### src/rtl/openhmc_rf_arbiter_if.sv
// Register-file side bus of the openHMC RF arbiter.
// The master modport is the arbiter; the slave modport is the register file.
interface openhmc_rf_arbiter_if #(
  parameter int unsigned AWIDTH = 4,
  parameter int unsigned WWIDTH = 64,
  parameter int unsigned RWIDTH = 64
);
  logic [AWIDTH-1:0] rf_address;
  logic [WWIDTH-1:0] rf_write_data;
  logic              rf_read_en;
  logic              rf_write_en;
  logic [RWIDTH-1:0] rf_read_data;
  logic              rf_access_complete;
  logic              rf_invalid_address;

  modport master (
    output rf_address, rf_write_data, rf_read_en, rf_write_en,
    input  rf_read_data, rf_access_complete, rf_invalid_address
  );

  modport slave (
    input  rf_address, rf_write_data, rf_read_en, rf_write_en,
    output rf_read_data, rf_access_complete, rf_invalid_address
  );
endinterface

### src/rtl/openhmc_rf_arbiter.sv
// Round-robin arbiter sharing one openHMC register-file port between NUM_REQ
// requesters: one single-cycle strobe per grant, completion wait with timeout.
module openhmc_rf_arbiter #(
  parameter int unsigned NUM_REQ       = 2,
  parameter int unsigned HMC_RF_AWIDTH = 4,
  parameter int unsigned HMC_RF_WWIDTH = 64,
  parameter int unsigned HMC_RF_RWIDTH = 64,
  parameter int unsigned TIMEOUT_LOG   = 4
) (
  input  logic                               clk_hmc,
  input  logic                               res_n_hmc,
  input  logic [NUM_REQ-1:0]                 req_valid,
  input  logic [NUM_REQ-1:0]                 req_write,
  input  logic [NUM_REQ*HMC_RF_AWIDTH-1:0]   req_address,
  input  logic [NUM_REQ*HMC_RF_WWIDTH-1:0]   req_write_data,
  output logic [NUM_REQ-1:0]                 req_ready,
  output logic [NUM_REQ-1:0]                 rsp_valid,
  output logic [HMC_RF_RWIDTH-1:0]           rsp_read_data,
  output logic                               rsp_invalid,
  output logic                               rsp_timeout,
  openhmc_rf_arbiter_if.master               rf,
  output logic                               err_stray_complete
);

  localparam int unsigned GW = $clog2(NUM_REQ);
  localparam logic [TIMEOUT_LOG-1:0] CNT_MAX = '1;

  typedef enum logic [1:0] {IDLE, ISSUE, WAIT, RESP} state_t;

  state_t                     state_q, state_d;
  logic [GW-1:0]              last_grant_q, last_grant_d;
  logic [GW-1:0]              grant_q, grant_d;
  logic                       cap_write_q, cap_write_d;
  logic [HMC_RF_AWIDTH-1:0]   addr_q, addr_d;
  logic [HMC_RF_WWIDTH-1:0]   wdata_q, wdata_d;
  logic                       rd_en_q, rd_en_d;
  logic                       wr_en_q, wr_en_d;
  logic [TIMEOUT_LOG-1:0]     cnt_q, cnt_d;
  logic [NUM_REQ-1:0]         rsp_valid_q, rsp_valid_d;
  logic [HMC_RF_RWIDTH-1:0]   rsp_data_q, rsp_data_d;
  logic                       rsp_inv_q, rsp_inv_d;
  logic                       rsp_to_q, rsp_to_d;
  logic                       err_q, err_d;

  logic [GW-1:0]              winner;
  logic                       win_found;
  logic [GW:0]                sum;

  // Scan requesters starting one past the last grant, wrapping at NUM_REQ.
  always_comb begin
    winner    = '0;
    win_found = 1'b0;
    sum       = '0;
    for (int unsigned k = 1; k <= NUM_REQ; k++) begin
      sum = {1'b0, last_grant_q} + (GW+1)'(k);
      if (sum >= (GW+1)'(NUM_REQ)) sum = sum - (GW+1)'(NUM_REQ);
      if (!win_found && req_valid[sum[GW-1:0]]) begin
        win_found = 1'b1;
        winner    = sum[GW-1:0];
      end
    end
  end

  always_comb begin
    state_d      = state_q;
    last_grant_d = last_grant_q;
    grant_d      = grant_q;
    cap_write_d  = cap_write_q;
    addr_d       = addr_q;
    wdata_d      = wdata_q;
    rd_en_d      = 1'b0;
    wr_en_d      = 1'b0;
    cnt_d        = cnt_q;
    rsp_valid_d  = '0;
    rsp_data_d   = rsp_data_q;
    rsp_inv_d    = rsp_inv_q;
    rsp_to_d     = rsp_to_q;
    err_d        = err_q | (rf.rf_access_complete && (state_q != WAIT));
    req_ready    = '0;

    case (state_q)
      IDLE: begin
        if (win_found) begin
          // Gated by reset so no requester sees an accept while held in reset.
          req_ready[winner] = res_n_hmc;
          grant_d     = winner;
          cap_write_d = req_write[winner];
          addr_d      = req_address[winner*HMC_RF_AWIDTH +: HMC_RF_AWIDTH];
          wdata_d     = req_write_data[winner*HMC_RF_WWIDTH +: HMC_RF_WWIDTH];
          wr_en_d     = req_write[winner];
          rd_en_d     = !req_write[winner];
          state_d     = ISSUE;
        end
      end
      ISSUE: begin
        cnt_d   = '0;
        state_d = WAIT;
      end
      WAIT: begin
        if (rf.rf_access_complete) begin
          rsp_data_d           = cap_write_q ? '0 : rf.rf_read_data;
          rsp_inv_d            = rf.rf_invalid_address;
          rsp_to_d             = 1'b0;
          rsp_valid_d[grant_q] = 1'b1;
          state_d              = RESP;
        end else if (cnt_q == CNT_MAX) begin
          rsp_data_d           = '0;
          rsp_inv_d            = 1'b0;
          rsp_to_d             = 1'b1;
          rsp_valid_d[grant_q] = 1'b1;
          state_d              = RESP;
        end else begin
          cnt_d = cnt_q + TIMEOUT_LOG'(1);
        end
      end
      RESP: begin
        last_grant_d = grant_q;
        state_d      = IDLE;
      end
      default: state_d = IDLE;
    endcase
  end

  always_ff @(posedge clk_hmc or negedge res_n_hmc) begin
    if (!res_n_hmc) begin
      state_q      <= IDLE;
      last_grant_q <= GW'(NUM_REQ-1);
      grant_q      <= '0;
      cap_write_q  <= 1'b0;
      addr_q       <= '0;
      wdata_q      <= '0;
      rd_en_q      <= 1'b0;
      wr_en_q      <= 1'b0;
      cnt_q        <= '0;
      rsp_valid_q  <= '0;
      rsp_data_q   <= '0;
      rsp_inv_q    <= 1'b0;
      rsp_to_q     <= 1'b0;
      err_q        <= 1'b0;
    end else begin
      state_q      <= state_d;
      last_grant_q <= last_grant_d;
      grant_q      <= grant_d;
      cap_write_q  <= cap_write_d;
      addr_q       <= addr_d;
      wdata_q      <= wdata_d;
      rd_en_q      <= rd_en_d;
      wr_en_q      <= wr_en_d;
      cnt_q        <= cnt_d;
      rsp_valid_q  <= rsp_valid_d;
      rsp_data_q   <= rsp_data_d;
      rsp_inv_q    <= rsp_inv_d;
      rsp_to_q     <= rsp_to_d;
      err_q        <= err_d;
    end
  end

  assign rf.rf_address       = addr_q;
  assign rf.rf_write_data    = wdata_q;
  assign rf.rf_read_en       = rd_en_q;
  assign rf.rf_write_en      = wr_en_q;
  assign rsp_valid           = rsp_valid_q;
  assign rsp_read_data       = rsp_data_q;
  assign rsp_invalid         = rsp_inv_q;
  assign rsp_timeout         = rsp_to_q;
  assign err_stray_complete  = err_q;

endmodule

### src/flat_wrapper.sv
// flat-port wrapper written by rule: the top's interface ports become plain ports
module openhmc_rf_arbiter_flat 
#(
  parameter int unsigned NUM_REQ       = 2,
  parameter int unsigned HMC_RF_AWIDTH = 4,
  parameter int unsigned HMC_RF_WWIDTH = 64,
  parameter int unsigned HMC_RF_RWIDTH = 64,
  parameter int unsigned TIMEOUT_LOG   = 4
)
  (clk_hmc, res_n_hmc, req_valid, req_write, req_address, req_write_data, req_ready, rsp_valid, rsp_read_data, rsp_invalid, rsp_timeout, err_stray_complete, rf_rf_address, rf_rf_write_data, rf_rf_read_en, rf_rf_write_en, rf_rf_read_data, rf_rf_access_complete, rf_rf_invalid_address);
  openhmc_rf_arbiter_if #(.AWIDTH((4)), .WWIDTH((64)), .RWIDTH((64))) rf_i ();
  input  logic clk_hmc;
  input  logic res_n_hmc;
  input  logic [NUM_REQ-1:0] req_valid;
  input  logic [NUM_REQ-1:0] req_write;
  input  logic [NUM_REQ*HMC_RF_AWIDTH-1:0] req_address;
  input  logic [NUM_REQ*HMC_RF_WWIDTH-1:0] req_write_data;
  output logic [NUM_REQ-1:0] req_ready;
  output logic [NUM_REQ-1:0] rsp_valid;
  output logic [HMC_RF_RWIDTH-1:0] rsp_read_data;
  output logic rsp_invalid;
  output logic rsp_timeout;
  output logic err_stray_complete;
  output wire logic [$bits(rf_i.rf_address)-1:0] rf_rf_address;
  output wire logic [$bits(rf_i.rf_write_data)-1:0] rf_rf_write_data;
  output wire logic [$bits(rf_i.rf_read_en)-1:0] rf_rf_read_en;
  output wire logic [$bits(rf_i.rf_write_en)-1:0] rf_rf_write_en;
  input wire logic [$bits(rf_i.rf_read_data)-1:0] rf_rf_read_data;
  input wire logic [$bits(rf_i.rf_access_complete)-1:0] rf_rf_access_complete;
  input wire logic [$bits(rf_i.rf_invalid_address)-1:0] rf_rf_invalid_address;
  assign rf_rf_address = rf_i.rf_address;
  assign rf_rf_write_data = rf_i.rf_write_data;
  assign rf_rf_read_en = rf_i.rf_read_en;
  assign rf_rf_write_en = rf_i.rf_write_en;
  assign rf_i.rf_read_data = rf_rf_read_data;
  assign rf_i.rf_access_complete = rf_rf_access_complete;
  assign rf_i.rf_invalid_address = rf_rf_invalid_address;
  openhmc_rf_arbiter #(.NUM_REQ(NUM_REQ), .HMC_RF_AWIDTH(HMC_RF_AWIDTH), .HMC_RF_WWIDTH(HMC_RF_WWIDTH), .HMC_RF_RWIDTH(HMC_RF_RWIDTH), .TIMEOUT_LOG(TIMEOUT_LOG)) u_core (.clk_hmc(clk_hmc), .res_n_hmc(res_n_hmc), .req_valid(req_valid), .req_write(req_write), .req_address(req_address), .req_write_data(req_write_data), .req_ready(req_ready), .rsp_valid(rsp_valid), .rsp_read_data(rsp_read_data), .rsp_invalid(rsp_invalid), .rsp_timeout(rsp_timeout), .rf(rf_i), .err_stray_complete(err_stray_complete));
endmodule
### config.mk
export PLATFORM = sky130hd
export DESIGN_NAME = openhmc_rf_arbiter_flat
export DESIGN_NICKNAME = d
export VERILOG_FILES = /design/src/rtl/openhmc_rf_arbiter_if.sv /design/src/rtl/openhmc_rf_arbiter.sv /design/src/flat_wrapper.sv
export SDC_FILE = /design/constraint.sdc
export NUM_CORES = 1
export LEC_CHECK = 0
export ABC_AREA = 1
export CAP_MARGIN = 20
export CORE_MARGIN = 1.5
export CORE_UTILIZATION = 35
export CTS_CLUSTER_SIZE = 20
export DETAILED_ROUTE_END_ITERATION = 12
export PLACE_DENSITY = 0.69
export SYNTH_ARGS = -nofsm -noshare
export SYNTH_HDL_FRONTEND = slang
export SYNTH_SLANG_ARGS = --single-unit
### constraint.sdc
create_clock -name clk_hmc -period 1.73 [get_ports clk_hmc]
set_input_delay 0.173 -clock clk_hmc [delete_from_list [all_inputs] [get_ports clk_hmc]]
set_output_delay 0.173 -clock clk_hmc [all_outputs]
set_load 0.01 [all_outputs]
== Word level (Yosys, flattened, before mapping) ==
Index checks and enable logic that the tools add are counted.

* Bits in registers: 148
* Bits in latches: 0
* Memory bits (writable): 0
* Memory bits (read-only): 0
* Bits of input ports: 208
* Output and inout port bits: 141
* Word-level logic and storage cells: 92
* Memories kept: 0

* Add/subtract/negate cells: 5
* $mul: 0
* Div/mod/pow operators: 0
* Magnitude comparators: 8
* Equality and inequality tests: 9
* Shift operators: 2
* Mux-type cells: 39
* Bitwise gates (word level): 2
* Reduce and logical (&&, ||, !) cells: 13

{| class="wikitable"
|+ Operator list
! operator !! count
|-
| 64-bit 2-to-1 mux || 3
|-
| 128-bit by 8-bit variable part select with 64-bit output || 1
|-
| 1-bit 2-to-1 mux || 22
|-
| 2-bit 2-to-1 mux || 8
|-
| 1-bit by 2-bit less-than comparator with 1-bit output, second input constant || 4
|-
| 4-bit 2-to-1 mux || 2
|-
| 2-bit case mux with 4 select lines || 1
|-
| 4-bit case mux with 2 select lines || 1
|-
| 8-bit by 4-bit variable part select with 4-bit output || 1
|-
| 2-bit inequality test, second input constant || 3
|-
| 2-bit AND reduction || 3
|-
| 4-bit by 1-bit adder with 4-bit output, second input constant || 1
|-
| 2-bit equality test, second input constant || 2
|-
| 4-bit equality test, second input constant || 1
|-
| 2-bit greater-or-equal comparator, second input constant || 2
|-
| 1-bit logical AND || 4
|-
| 2-bit nonzero test || 2
|-
| 3-bit by 2-bit inequality test with 1-bit output, second input constant || 1
|-
| 3-bit AND reduction || 1
|-
| 1-bit by 1-bit adder with 2-bit output, second input constant || 1
|-
| 1-bit by 2-bit adder with 2-bit output, second input constant || 1
|-
| 2-bit AND || 1
|-
| 1-bit demux with 1-bit select || 2
|-
| 2-bit by 1-bit equality test with 1-bit output, second input constant || 1
|-
| 6 further kinds || 9
|}

== Longest topological paths before layout ==
* Depth in word-level cells: 16
* Gate-level depth with buffers: 9

== Worst setup path before layout ==
Ideal clock, no wire load.

* Kind: register -> output
* From: reg u_core.state_q[0]
* To: out req_ready[0]
* Arrival time: 1.399 ns
* Slack: 0.158 ns
* Stages on the path, launching flop included: 8
* Path buffers: 1
* Path through: dfrtp_1 inv_1 ha_1 inv_1 nor2_4 inv_2 buf_2 nor3_1

* Cells in the longest elaborated chain, start to end: 2

{| class="wikitable"
|+ Ends and longest elaborated chain
! what !! RTL line !! RTL
|-
| start, declared || openhmc_rf_arbiter.sv:30 || <nowiki>state_t state_q, state_d;</nowiki>
|-
| start signal, assigned || openhmc_rf_arbiter.sv:141 || <nowiki>state_q <= state_d;</nowiki>
|-
| 2-bit zero test || openhmc_rf_arbiter.sv:81 || <nowiki>case (state_q)</nowiki>
|-
| 2-bit 2-to-1 mux || openhmc_rf_arbiter.sv:81 ||
|-
| end, declared || flat_wrapper.sv:18 || <nowiki>output logic [NUM_REQ-1:0] req_ready;</nowiki>
|}

Every way passes these cells.

== Worst setup path after layout ==
* From: reg u_core.state_q[1]
* To: out req_ready[0]

Same word-level chain as after synthesis.

==> metrics.txt <==
cell mode on critical path=inv_2; Worst Hold Class=in -> reg; average cell area after synthesis=8.246 um^2; RePlAce Congestion=0.8072; Placed Area=11090 um^2; NetSw=6.435 mW; grt ovf=0; drt pass-1 iters=5; R2R depth=7; crit-path max cell delay=approximately 380 ps; hold depth=3; WP data arrival=1510 ps; Worst path depth=7; clock-pin slew on the worst setup and hold paths=70 ps; CTS max path bufs=2; initial DRC count=~170; WL/cell=14.29 um; internal power=between 10 and 15 mW; Synth top area share=51.45%; Clock Power Share=20.6%; Worst setup EP type=output pin; Top Layer Used=met4; Max Clock Freq=a little under 600 MHz; total wire length after detailed routing=around 22000 um; share of cells above drive strength 1=between 10% and 20%; Nets=1436; setup slack after layout=44.40 ps; total track usage=between 20% and 30%; Leak=5.848 nW; largest net degree at the start of global routing=about 150; synthesis-to-finish area growth=64.04%; CP max-delay cell=dfrtp_1; Num Clock Sinks=~150; critical path class=reg -> out; Setup crit start kind=flop; number of synthesized flops with an enable pin=0; Die W=145.9 um; vias in the first global route=6555; CTS Buf Count=17; peak supply drop=~0.7 mV; Synth Cell Area=7149 um^2; Fin Clk Skew=10.06 ps; register bit count reported by yosys=148; M1 WL=9283 um; Max Cap Violations=0; top cells by area, synth=dfrtp_1 (51%), nand2_1 (23%), o22ai_2 (11%); Main synth FF type=dfrtp_1; die height=145.9 um; slew margin rel.=47.53%; IO buf count=348; WL met3=1543 um; WP data required=between 1500 and 2000 ps; Syn Inst Count=between 800 and 900; core area=20100 um^2; family with the most delay on the worst path=flip-flops; antenna violations before repair=2; worst-skew pair later-pin latency=about 420 ps; initial core utilization=35.56%; worst path buffer plus inverter count=4; sequential area share after synthesis=51.82%; Core Util, Final=58.33%; Comb pwr share=47.6%; Final ANT Viol Nets=0; Pwr Total=17.86 mW; final hold violation count=0; post-DR vias/cell=4.391; vias=6621; cell taking the most area after synthesis=dfrtp_1; Pins Over Slew Limit=0; RSZ-0062 raised after global routing=yes; first-pass GRT wire length=34560 um; HPWL Detailed=16030 um; die area=roughly 21000 um^2; Fill cells=1793; dominant cell by count in the synthesized netlist=nand2_1; crit-path cells=inv_2 -> ha_4 -> inv_4 -> nor2_4 -> inv_2 -> nor3_2 -> buf_2; share of synthesized registers carrying an async set or reset=100.0%; outcome=finished clean; io pins=349; clk root buf=clkbuf_16; Tightest Pin Transition=787.0 ps; Synth top cells by count=nand2_1 (431), dfrtp_1 (147), inv_1 (142); dpl ws=-33.83 ps; # placed instances=1471; design area=11730 um^2; Synth warnings=0; final setup vio count=0; routed length on met2=10230 um; period utilization=a little over nine tenths; floorplan row count=52; Non-Filler Instances=1508; PwrDens=around 1500 nW/um^2; DRC viols=0; Yosys cell types=25; Worst Path Max Fanout=2; Syn Nets=1080; CTS tree=built; sw frac=36.04%; Final Critical Period=1686 ps; H-tree Lvls=4; sequential share of power=31.8%
==> state kept, by name, summed over array words and instances (netlist names), 2 cells and up <==
| name | flops |
|---|---|
| u_core.rf.rf_write_data | 64 |
| u_core.rsp_valid | 2 |
| u_core.rf.rf_address | 4 |
| u_core.rsp_read_data | 64 |
| u_core.cnt_q | 4 |
| u_core.state_q | 2 |
==> metal layers <==
layer,vias to the layer above,GRT usage (%)
met5,-,0
met4,0,7.092
met3,32,6.082
met2,262,34.76
met1,3014,25.02
li1,3313,-
==> power by group through the flow <==
stage	registers [mW]	logic [mW]	clock network [mW]
2_1_floorplan	6.31	3.33	0
3_3_place_gp	5.68	8.39	0
3_5_place_dp	5.72	8.51	0
4_1_cts	5.69	8.53	3.81
5_1_grt	5.87	9.25	3.94
6_report	5.68	8.50	3.68
==> layout by cell type (no fill, tap or decap), types with 2 or more instances in the layout <==
| cell | netlist | final |
|---|---|---|
| diode_2 | 0 | 2 |
| o21ai_0 | 5 | 5 |
| clkinv_8 | 0 | 2 |
| clkinv_4 | 0 | 3 |
| clkbuf_16 | 0 | 17 |
| nand3_1 | 5 | 5 |
| nor2_1 | 10 | 9 |
| inv_1 | 142 | 139 |
| buf_2 | 22 | 2 |
| o22ai_2 | 60 | 60 |
| buf_4 | 1 | 16 |
| nand2_1 | 431 | 429 |
| inv_6 | 0 | 6 |
| o22ai_1 | 4 | 4 |
| nand2_2 | 1 | 2 |
| ha_1 | 5 | 4 |
| buf_12 | 0 | 14 |
| a21oi_1 | 4 | 3 |
| inv_2 | 2 | 4 |
| clkdlybuf4s50_1 | 0 | 345 |
| dfrtp_1 | 147 | 147 |
==> metrics by stage <==
stage          hold slack (ps)  setup TNS (ps)
3_3_place_gp             406.4          -53.58
4_1_cts                  295.4               0
6_report                 316.5               0
2_1_floorplan           -122.6               0
5_1_grt                  314.9          -80.42
3_5_place_dp             403.1          -33.83
==> repair_timing <==
item                                    in CTS  in global routing
setup buffers                                0                  2
pin swaps                                    0                  4
hold buffers                                 1                  0
endpoints found under the hold margin      147                  0
gates resized for setup                     11                  6
endpoints found under the setup margin       2                 32
==> logic make-up (layout without fill, tap and decap cells) <==
| family | Yosys count | in the layout | synth area share [%] |
|---|---|---|---|
| compound gates | 75 | 75 | 11.69 |
| fa+ha+maj | 5 | 5 | 0.8750 |
| buf+inv | 186 | 555 | 11.46 |
| flops | 148 | 148 | 51.82 |
| other cells | 0 | 2 | 0 |
| simple gates | 453 | 453 | 24.15 |
==> tightest hold or removal path: stages <==
cell             delay [ps]
clkdlybuf4s50_1         400
inv_1                    50
o22ai_1                  70
==> layout make-up <==
class | count | area [um^2] | area share (%)
inverter | 144 | 543.0 | 4.630
sequential | 148 | 3705 | 31.59
tap | 270 | 337.8 | 2.881
antenna | 2 | 5.005 | 0.04268
clock buffer | 17 | 425.4 | 3.627
clock inverter | 15 | 165.2 | 1.408
multi-input combinational | 533 | 2661 | 22.69
timing repair buffer | 379 | 3885 | 33.13
==> worst paths after layout <==
path | slack [ps] | startpoint | to
worst min-delay path | 320 | rf_rf_read_data[60] | u_core.rsp_read_data[60]$_DFFE_PN0P_
worst max-delay path | 40 | u_core.state_q[1]$_DFFE_PN0P_ | req_ready[0]
worst max register to register | 100 | u_core.state_q[0]$_DFFE_PN0P_ | u_core.rsp_read_data[59]$_DFFE_PN0P_
worst min register to register | 420 | u_core.grant_q$_DFFE_PN0P_ | u_core.rsp_valid[0]$_DFF_PN0_
min in group asynchronous | 560 | res_n_hmc | u_core.rsp_read_data[5]$_DFFE_PN0P_
max in group asynchronous | 630 | res_n_hmc | u_core.rf.rf_write_data[30]$_DFFE_PN0P_
Power figures use the tool's default switching activity.
==> patch: new RTL, config.mk and constraints unchanged <==
`TIMEOUT_LOG` is set to 4 in 2 places; all go to 3.
--- a/src/rtl/openhmc_rf_arbiter.sv
+++ b/src/rtl/openhmc_rf_arbiter.sv
@@ -5,7 +5,7 @@
   parameter int unsigned HMC_RF_AWIDTH = 4,
   parameter int unsigned HMC_RF_WWIDTH = 64,
   parameter int unsigned HMC_RF_RWIDTH = 64,
-  parameter int unsigned TIMEOUT_LOG   = 4
+  parameter int unsigned TIMEOUT_LOG   = 3
 ) (
   input  logic                               clk_hmc,
   input  logic                               res_n_hmc,
--- a/src/flat_wrapper.sv
+++ b/src/flat_wrapper.sv
@@ -5,7 +5,7 @@
   parameter int unsigned HMC_RF_AWIDTH = 4,
   parameter int unsigned HMC_RF_WWIDTH = 64,
   parameter int unsigned HMC_RF_RWIDTH = 64,
-  parameter int unsigned TIMEOUT_LOG   = 4
+  parameter int unsigned TIMEOUT_LOG   = 3
 )
   (clk_hmc, res_n_hmc, req_valid, req_write, req_address, req_write_data, req_ready, rsp_valid, rsp_read_data, rsp_invalid, rsp_timeout, err_stray_complete, rf_rf_address, rf_rf_write_data, rf_rf_read_en, rf_rf_write_en, rf_rf_read_data, rf_rf_access_complete, rf_rf_invalid_address);
   openhmc_rf_arbiter_if #(.AWIDTH((4)), .WWIDTH((64)), .RWIDTH((64))) rf_i ();
Behaviour: same outputs for any inputs over 4 cycles, from zero or initial values; that may be too few to reach the edited logic, so the function may still have changed.
==> patch against the original RTL <==
Worst setup slack improved by 0.022 ns. Wire length fell by 0.60%. Global-route usage rose by 0.40 points. Sequential cell count fell by 1. Utilization barely moved. Via count rose by 0.53%. Area after synthesis fell by 2.9%. Sequential share of layout area rose by 0.84 points. Final area fell by 3.3%. Power fell by 4.3%.
==> patch: results (changes against the original RTL) <==
gp_congestion: 0.802  # was 0.807
grt_max_degree: 148  # was 149
crit_arrival_ns: 1.49  # was 1.51 ns
top_layer: "met5"  # was met4
fill_cells: 1761  # was 1793
n_all_buffers: 375  # was 379
nClkBuffers: 20  # was 17
num-nonclk-inverters: 77  # was 144
synthAdderAreaFrac_pct: 1.08  # was 0.875%
timing.final.crit_share_pct: 96.2  # was 97.4%
drt_first_iter_violations: 198  # was 166
hold_slack_ns: 0.210  # was 0.316 ns
hold_end: "u_core.rf.rf_write_data[60]"  # was u_core.rsp_read_data[60]
syn_nets: 1076  # was 1080
post-dp-hpwl_mm: 15.3  # was 16.0 mm
outcome: "completed"  # unchanged
track_usage_pct: 21.0  # was 20.6%
wl_mm: 21.4  # was 21.6 mm
nFlopsAndLatches: 147  # was 148
synth_area_leaders: "dfrtp_1 (53%), nand2_1 (23%), o21ai_2 (7.6%), nand3_1 (5.5%), inv_1 (4.0%)"  # was dfrtp_1 (51%), nand2_1 (23%), o22ai_2 (11%), inv_1 (7.5%), buf_6 (1.9%)
r2r_end: "u_core.rsp_read_data[16]"  # was u_core.rsp_read_data[59]
antennaDiodeCount: 0  # was 2
ir_drop_mv: 0.799  # was 0.721 mV
globalRouteMet1Util_pct: 25.0  # about the same
multi_input_area_um2: 2710  # was 2660 µm²
met2_usage_pct: 33.8  # was 34.8%
reg2reg_slack_ns: 0.14  # was 0.10 ns
finalClockSkew_ns: 0.00979  # was 0.0101 ns
r2r-start: "u_core.state_q[1]"  # was u_core.state_q[0]
route.met2.wl_mm: 10.1  # was 10.2 mm
multi_input_cells: 587  # was 533
synth_compound_area_share_pct: 8.39  # was 11.7%
regArea_um2: 3680  # was 3700 µm²
wl_met3_mm: 2.06  # was 1.54 mm
antenna_found_initial: 1  # was 2
grt_pass1_wl_mm: 33.5  # was 34.6 mm
clk_share_pct: 4.81  # was 5.04%
grt_pass1_vias: 6413  # was 6555
hold_start: "req_valid[1]"  # was rf_rf_read_data[60]
hold_depth: 5  # was 3
max_slew_margin_pct: 42.2  # was 47.5%
signal_buffer_area_fraction_pct: 33.4  # was 33.1%
[patch: cell types whose count changed after synthesis, sizes merged, moves of 3 or more]
cell,delta
buf,+3
clkbuf,+6
inv,-67
nand2,-9
nand3,+71
nor2,-3
o21ai,+62
o22ai,-64
[patch: timing repair]
item	CTS	global route
endpoints found under the setup margin	2	2
hold buffers	1	0
endpoints found under the hold margin	146	0
cloned	0	0
gates resized for setup	11	3
pin swaps	1	1
buffers inserted	0	1
[patch: through the flow]
stage	std cells	instance area, µm²
3_3_place_gp	1449	10800
3_5_place_dp	1449	10800
4_1_cts	1482	11300
2_1_floorplan	862	6950
6_report	1483	11300
5_1_grt	1483	11300
[patch: cell families after synthesis]
family	after synthesis
simple gates	510
buf+inv	128
fa+ha+maj	6
compound gates	71
flops	147
[patch: power breakdown]
| group | total (mW) | switching, mW | internal (mW) |
|---|---|---|---|
| Sequential | 5.66 | 0.765 | 4.89 |
| Clock | 3.43 | 1.45 | 1.98 |
| Combinational | 7.99 | 3.89 | 4.11 |
